--- src/rtl/regfile_pkg.sv ---
// Shared constants for the register file and its write-back path.
package regfile_pkg;

    localparam int NREG = 32;
    localparam int AW   = 5;

    localparam logic SRC_ALU = 1'b0;
    localparam logic SRC_MEM = 1'b1;

endpackage

--- src/rtl/onehot_decoder.sv ---
// Register-address to one-hot select decoder, shared by the write-back and read paths.
module onehot_decoder #(
    parameter int AW   = 5,
    parameter int NREG = 32
) (
    input  logic [AW-1:0]   addr,
    output logic [NREG-1:0] onehot
);

    // Set exactly the bit selected by addr.
    always_comb begin
        onehot       = {NREG{1'b0}};
        onehot[addr] = 1'b1;
    end

endmodule

--- src/rtl/regfile_wb_arbiter.sv ---
// Round-robin write-back arbiter between ALU and load sources, with a registered
// register-file write stage and a committed-write counter.
module regfile_wb_arbiter #(
    parameter int WIDTH = 32,
    parameter int NREG  = regfile_pkg::NREG,
    parameter int AW    = regfile_pkg::AW
) (
    input  logic             clk,
    input  logic             reset,
    input  logic             hold,
    input  logic             s0_valid,
    input  logic [AW-1:0]    s0_addr,
    input  logic [WIDTH-1:0] s0_data,
    output logic             s0_ready,
    input  logic             s1_valid,
    input  logic [AW-1:0]    s1_addr,
    input  logic [WIDTH-1:0] s1_data,
    output logic             s1_ready,
    output logic [WIDTH-1:0] wb_data,
    output logic [NREG-1:0]  wb_sel,
    output logic             wb_we,
    output logic [15:0]      wr_count
);

    import regfile_pkg::*;

    logic             last_grant_r;
    logic             grant0_s;
    logic             grant1_s;
    logic [AW-1:0]    addr_s;
    logic [WIDTH-1:0] data_s;
    logic [NREG-1:0]  sel_s;
    logic             load_s;
    logic [WIDTH-1:0] wb_data_r;
    logic [NREG-1:0]  wb_sel_r;
    logic             wb_we_r;
    logic [15:0]      wr_count_r;

    // Grant selection: on contention the source that did not win last time goes.
    always_comb begin
        grant0_s = 1'b0;
        grant1_s = 1'b0;
        if (hold) begin
            grant0_s = 1'b0;
            grant1_s = 1'b0;
        end else if (s0_valid && s1_valid) begin
            if (last_grant_r == SRC_ALU) begin
                grant1_s = 1'b1;
            end else begin
                grant0_s = 1'b1;
            end
        end else if (s0_valid) begin
            grant0_s = 1'b1;
        end else if (s1_valid) begin
            grant1_s = 1'b1;
        end else begin
            grant0_s = 1'b0;
            grant1_s = 1'b0;
        end
    end

    // Winning request mux; a register-0 target is consumed without a write.
    always_comb begin
        addr_s = s0_addr;
        data_s = s0_data;
        if (grant1_s) begin
            addr_s = s1_addr;
            data_s = s1_data;
        end else begin
            addr_s = s0_addr;
            data_s = s0_data;
        end
        load_s = (grant0_s || grant1_s) && (addr_s != {AW{1'b0}});
    end

    assign s0_ready = grant0_s;
    assign s1_ready = grant1_s;

    onehot_decoder #(
        .AW   (AW),
        .NREG (NREG)
    ) u_sel_dec (
        .addr   (addr_s),
        .onehot (sel_s)
    );

    // Round-robin history; reset favours the ALU on the first contention.
    always_ff @(posedge clk or posedge reset) begin
        if (reset) begin
            last_grant_r <= SRC_MEM;
        end else if (grant0_s) begin
            last_grant_r <= SRC_ALU;
        end else if (grant1_s) begin
            last_grant_r <= SRC_MEM;
        end else begin
            last_grant_r <= last_grant_r;
        end
    end

    // Output write stage and commit counter; data holds when no write issues.
    always_ff @(posedge clk or posedge reset) begin
        if (reset) begin
            wb_data_r  <= {WIDTH{1'b0}};
            wb_sel_r   <= {NREG{1'b0}};
            wb_we_r    <= 1'b0;
            wr_count_r <= 16'd0;
        end else if (load_s) begin
            wb_data_r  <= data_s;
            wb_sel_r   <= sel_s;
            wb_we_r    <= 1'b1;
            wr_count_r <= wr_count_r + 16'd1;
        end else begin
            wb_sel_r   <= {NREG{1'b0}};
            wb_we_r    <= 1'b0;
        end
    end

    assign wb_data  = wb_data_r;
    assign wb_sel   = wb_sel_r;
    assign wb_we    = wb_we_r;
    assign wr_count = wr_count_r;

endmodule

--- config.mk ---
export PLATFORM = sky130hd
export DESIGN_NAME = regfile_wb_arbiter
export DESIGN_NICKNAME = d
export VERILOG_FILES = /design/src/rtl/regfile_pkg.sv /design/src/rtl/onehot_decoder.sv /design/src/rtl/regfile_wb_arbiter.sv
export SDC_FILE = /design/constraint.sdc
export NUM_CORES = 1
export LEC_CHECK = 0
export ABC_AREA = 1
export CORE_MARGIN = 2
export CORE_UTILIZATION = 43
export DETAILED_ROUTE_END_ITERATION = 8
export PLACE_DENSITY_LB_ADDON = 0.15
export SYNTH_ARGS = -nofsm -noshare
export SYNTH_HDL_FRONTEND = slang
export SYNTH_SLANG_ARGS = --single-unit
--- constraint.sdc ---
create_clock -name clk -period 3.3 [get_ports clk]
set_input_delay 0.66 -clock clk [delete_from_list [all_inputs] [get_ports clk]]
set_output_delay 0.66 -clock clk [all_outputs]
set_load 0.05 [all_outputs]
# Word level (Yosys, flattened, before mapping)
# Index checks and enable logic that the tools add are counted.
# Widths: inputs -> output; s select.
[totals]
wordCells = 31
in_bits = 79
output_inout_bits = 83
regBits = 82
[op_classes]
n_lt_le_gt_ge = 2
reduce_logical = 6
n_mux = 17
addsub = 1
[ops]
columns = ["cell", "count"]
rows = [
  ["$mux 32", 2],
  ["$add 16x1->16 const B", 1],
  ["$mux 1", 13],
  ["$lt 5x6->1 const B", 1],
  ["$demux 1 s5", 1],
  ["$ge 5x1->1 const B", 1],
  ["$mux 5", 1],
  ["$reduce_bool 5->1", 1],
  ["$logic_and 1x1->1", 3],
  ["$reduce_bool 2->1", 1],
  ["$logic_or 1x1->1", 1],
]

# Depth between registers and ports, before layout
[depth]
ltp_word = 10
depth_mapped = 12
mapped_depth_nobuf = 10

# Cells and area by module
# A second synthesis with hierarchy kept.
[unflattened]
hier_cells = 582
hier_area_um2 = 4186.5
[modules_own_cells]
columns = ["mod", "instances", "area_per_inst_um2", "seq_area_each_um2", "cells_each"]
rows = [
  ["regfile_wb_arbiter", 1, 3991.3, 2053.2, 532],
  ["onehot_decoder", 1, 195.2, 0.0, 50],
]

# Worst setup path after synthesis
# Ideal clock, no wire load.
[synth_timing]
path_type = "input to output"
from = "input port s0_valid"
to = "output port s1_ready"
path_buffers = 1
arrival_ns = 1.597
path_slack_ns = 1.043
t_required_ns = 2.640
stages = 4
path_cell_list = "nand2_2 > inv_1 > nor2_8 > buf_1"
[synth_via]
elab_chain_cells = 3
word_cells_on_any_way = 4
cone_classes = "mux (3); reduce/logical (1)"
[synth_rtl]
columns = ["element", "line", "text"]
rows = [
  ["from (decl)", "regfile_wb_arbiter.sv:11", "input logic s0_valid,"],
  ["$mux 1 / $logic_and 1x1->1 (equally long branches)", "regfile_wb_arbiter.sv:52, regfile_wb_arbiter.sv:46", ""],
  ["$mux 1 (*)", "regfile_wb_arbiter.sv:46", "end else if (s0_valid && s1_valid) begin"],
  ["$mux 1 (*)", "regfile_wb_arbiter.sv:43", "if (hold) begin"],
  ["to (decl)", "regfile_wb_arbiter.sv:18", "output logic s1_ready,"],
]
# Mark *: on every way between the ends. The rest lies on a longest branch, timed or not.

# Final worst setup path
[layout_timing]
from = "input port s1_valid"
to = "output port s0_ready"
[layout_via]
elab_chain_cells = 3
[layout_rtl]
columns = ["element", "line", "text"]
rows = [
  ["from (decl)", "regfile_wb_arbiter.sv:15", "input logic s1_valid,"],
  ["$logic_and 1x1->1", "regfile_wb_arbiter.sv:46", ""],
  ["$mux 1", "regfile_wb_arbiter.sv:46", ""],
  ["$mux 1", "regfile_wb_arbiter.sv:43", ""],
  ["to (decl)", "regfile_wb_arbiter.sv:14", "output logic s0_ready,"],
]
# No other way between the ends.

==> results_dict.tcl <==
set metrics [dict create \
    vias_per_cell 4.75 \
    seqCellArea_mm2 0.00205 \
    final_nets 747 \
    p_leak_nw 2.87 \
    start_kind "input pin" \
    post_cts_buffers 0 \
    worstPathRequired_ps 2640 \
    diodes 0 \
    ir_worst_vdd_mv 0.191 \
    dpl_worst_slack_ps 429 \
    syn_area_mm2 0.00398 \
    grt_pass1_vias 3662 \
    relSlewSlack_pct 52.5 \
    drc 0 \
    vias 3718 \
    grt_max_degree 49 \
    num_rows 35 \
    outcome "finished clean" \
    finalSetupViolCount 0 \
    grt_usage_pct 20.6 \
    final_common_cell "nand2_1" \
    power_mw 2.70 \
    synth_edf_count 0 \
    dpl.hpwl_um 7440 \
    cts_tree "done" \
    num_io_pins 162 \
    critPathCaptureType "output pin" \
    cts_resized 0 \
    slew_viol_final 0 \
    clock.fmax_mhz 349 \
    multi_input_area_mm2 0.00166 \
    die_w_um 100 \
    clk_latency_ps 360 \
    power_density_mw_per_mm2 463 \
    synth_nets 587 \
    grt_pass1_wl_um 16500 \
    core_mm2 0.00911 \
    tns_ps 0 \
    cts_buffers 9 \
    initialDrtViolationCount 60 \
    rr_worst_depth 11 \
    fin_skew_ps 8.26 \
    synth_ff_type "dfrtp_1" \
    grt.overflow.total 0 \
    holdWs_ps 475 \
    hold_viol 0 \
    wl_per_cell_um 12.7 \
    final_layout_size_suffix_gt1_share_pct 8.33 \
    rsz0062_at_grt "no" \
    post-route-period-util_pct 86.9 \
    min_period_ps 2870 \
    most-common-layout-cells "nand2_1 (215), clkdlybuf4s50_1 (160), dfrtp_1 (81)" \
    fill_cells 823 \
    io_buffers 161 \
    ys_warn_count 0 \
    dieArea_mm2 0.0100 \
    ys_seq_area_share_pct 51.6 \
    ctsRootBufferMaster "clkbuf_8" \
    drt_pass1_iterations 4 \
    post-route-util_pct 64.2 \
    crit_arrival_ps 2210 \
    area_growth_pct 46.9 \
    die_h_um 100 \
    ant_nets 0 \
    drv_cap 0 \
    worstSetupPathType "in2out" \
    async_reset_ff_share_pct 100 \
    ys_ff_latch 82 \
    setup_ws_ps 432 \
    hp-class "reg2reg" \
    hold_depth 2 \
    cts_buffer_depth 2 \
    clk_pin_slew_ps 80 \
    avgSynthCellArea_um2 7.85 \
    cp_max_fo 4 \
    tightestPinTransition_ps 712 \
    hold_buffers 0 \
    routed_wl_um 9910 \
    netlist_instances 507 \
    cts_sinks 82 \
    initial_utilization_pct 43.7 \
    synth_cell_types 29 \
    gp_congestion 0.844 \
    antenna_found_initial 0 \
    h-tree-depth 3 \
]
-- per-stage QoR --
step	instances	cell area [um2]
2_1_floorplan	507	3980
3_3_place_gp	767	5660
3_5_place_dp	767	5660
4_1_cts	783	5840
5_1_grt	783	5840
6_report	783	5840
-- cells in the mapped netlist (2+ instances only) --
library cell,number,area (um2)
o21ai_0,3,15.0
nand3_1,64,320
nor3_1,2,10.0
nand2_1,215,807
nor2_1,48,180
clkbuf_1,7,26.3
xnor2_1,5,43.8
dfrtp_1,81,2030
buf_1,3,11.3
nand2_2,18,113
xor2_1,5,43.8
buf_2,4,20.0
inv_1,27,101
buf_6,7,78.8
inv_2,3,11.3
o21bai_1,2,15.0
-- state kept, by name, indices dropped and copies added, names as in the netlist --
name          flops
wb_data          32
wb_sel           32
wr_count         16
last_grant_r      1
wb_we             1
-- logic make-up after synthesis --
| logic type | Yosys count | share of synthesized area [%] |
|---|---|---|
| buf+inv | 53 | 6.73 |
| xor+xnor | 10 | 2.20 |
| flops | 82 | 51.6 |
| fa+ha+maj | 1 | 0.315 |
| other cells | 1 | 0.0943 |
| simple gates | 352 | 37.5 |
| compound gates | 8 | 1.57 |
-- critical path, cell delays in order --
cell and delay (ps):
clkdlybuf4s50_1 480, inv_1 130, nor2_1 50, nor2_1 80, clkdlybuf4s50_1 800
-- layout make-up --
cell class	count	share of cell area, %
clock buffer	9	2.12
clock inverter	7	0.985
inverter	31	2.01
multi-input combinational	372	28.3
sequential	82	35.1
tap	111	2.38
timing repair buffer	171	29.0
-- where the power goes --
part	internal (mW)	leakage (nW)	switching (mW)	total, mW
Clock	0.284	0.0833	0.392	0.676
Combinational	0.318	1.71	0.550	0.869
Sequential	1.09	1.08	0.0694	1.16
-- worst paths after layout --
check                             start     endpoint  slack (ps)
hold / removal              wb_data[22]  wb_data[22]         470
min in group asynchronous         reset   wb_data[9]         710
max in group asynchronous         reset   wb_sel[11]        1790
setup / recovery               s1_valid     s0_ready         430
setup reg to reg           last_grant_r  wb_data[14]        1340
hold reg to reg             wb_data[22]  wb_data[22]         470
-- metal layers --
layer | up-vias | global-route usage [%] | part of all wire [%]
li1 | 1876 | - | -
met1 | 1697 | 23.6 | 41
met2 | 130 | 36.3 | 49
met3 | 15 | 6.06 | 7.5
met4 | 0 | 7.69 | 1.9
met5 | - | 0 | 0
(Power assumes the default switching activity.)
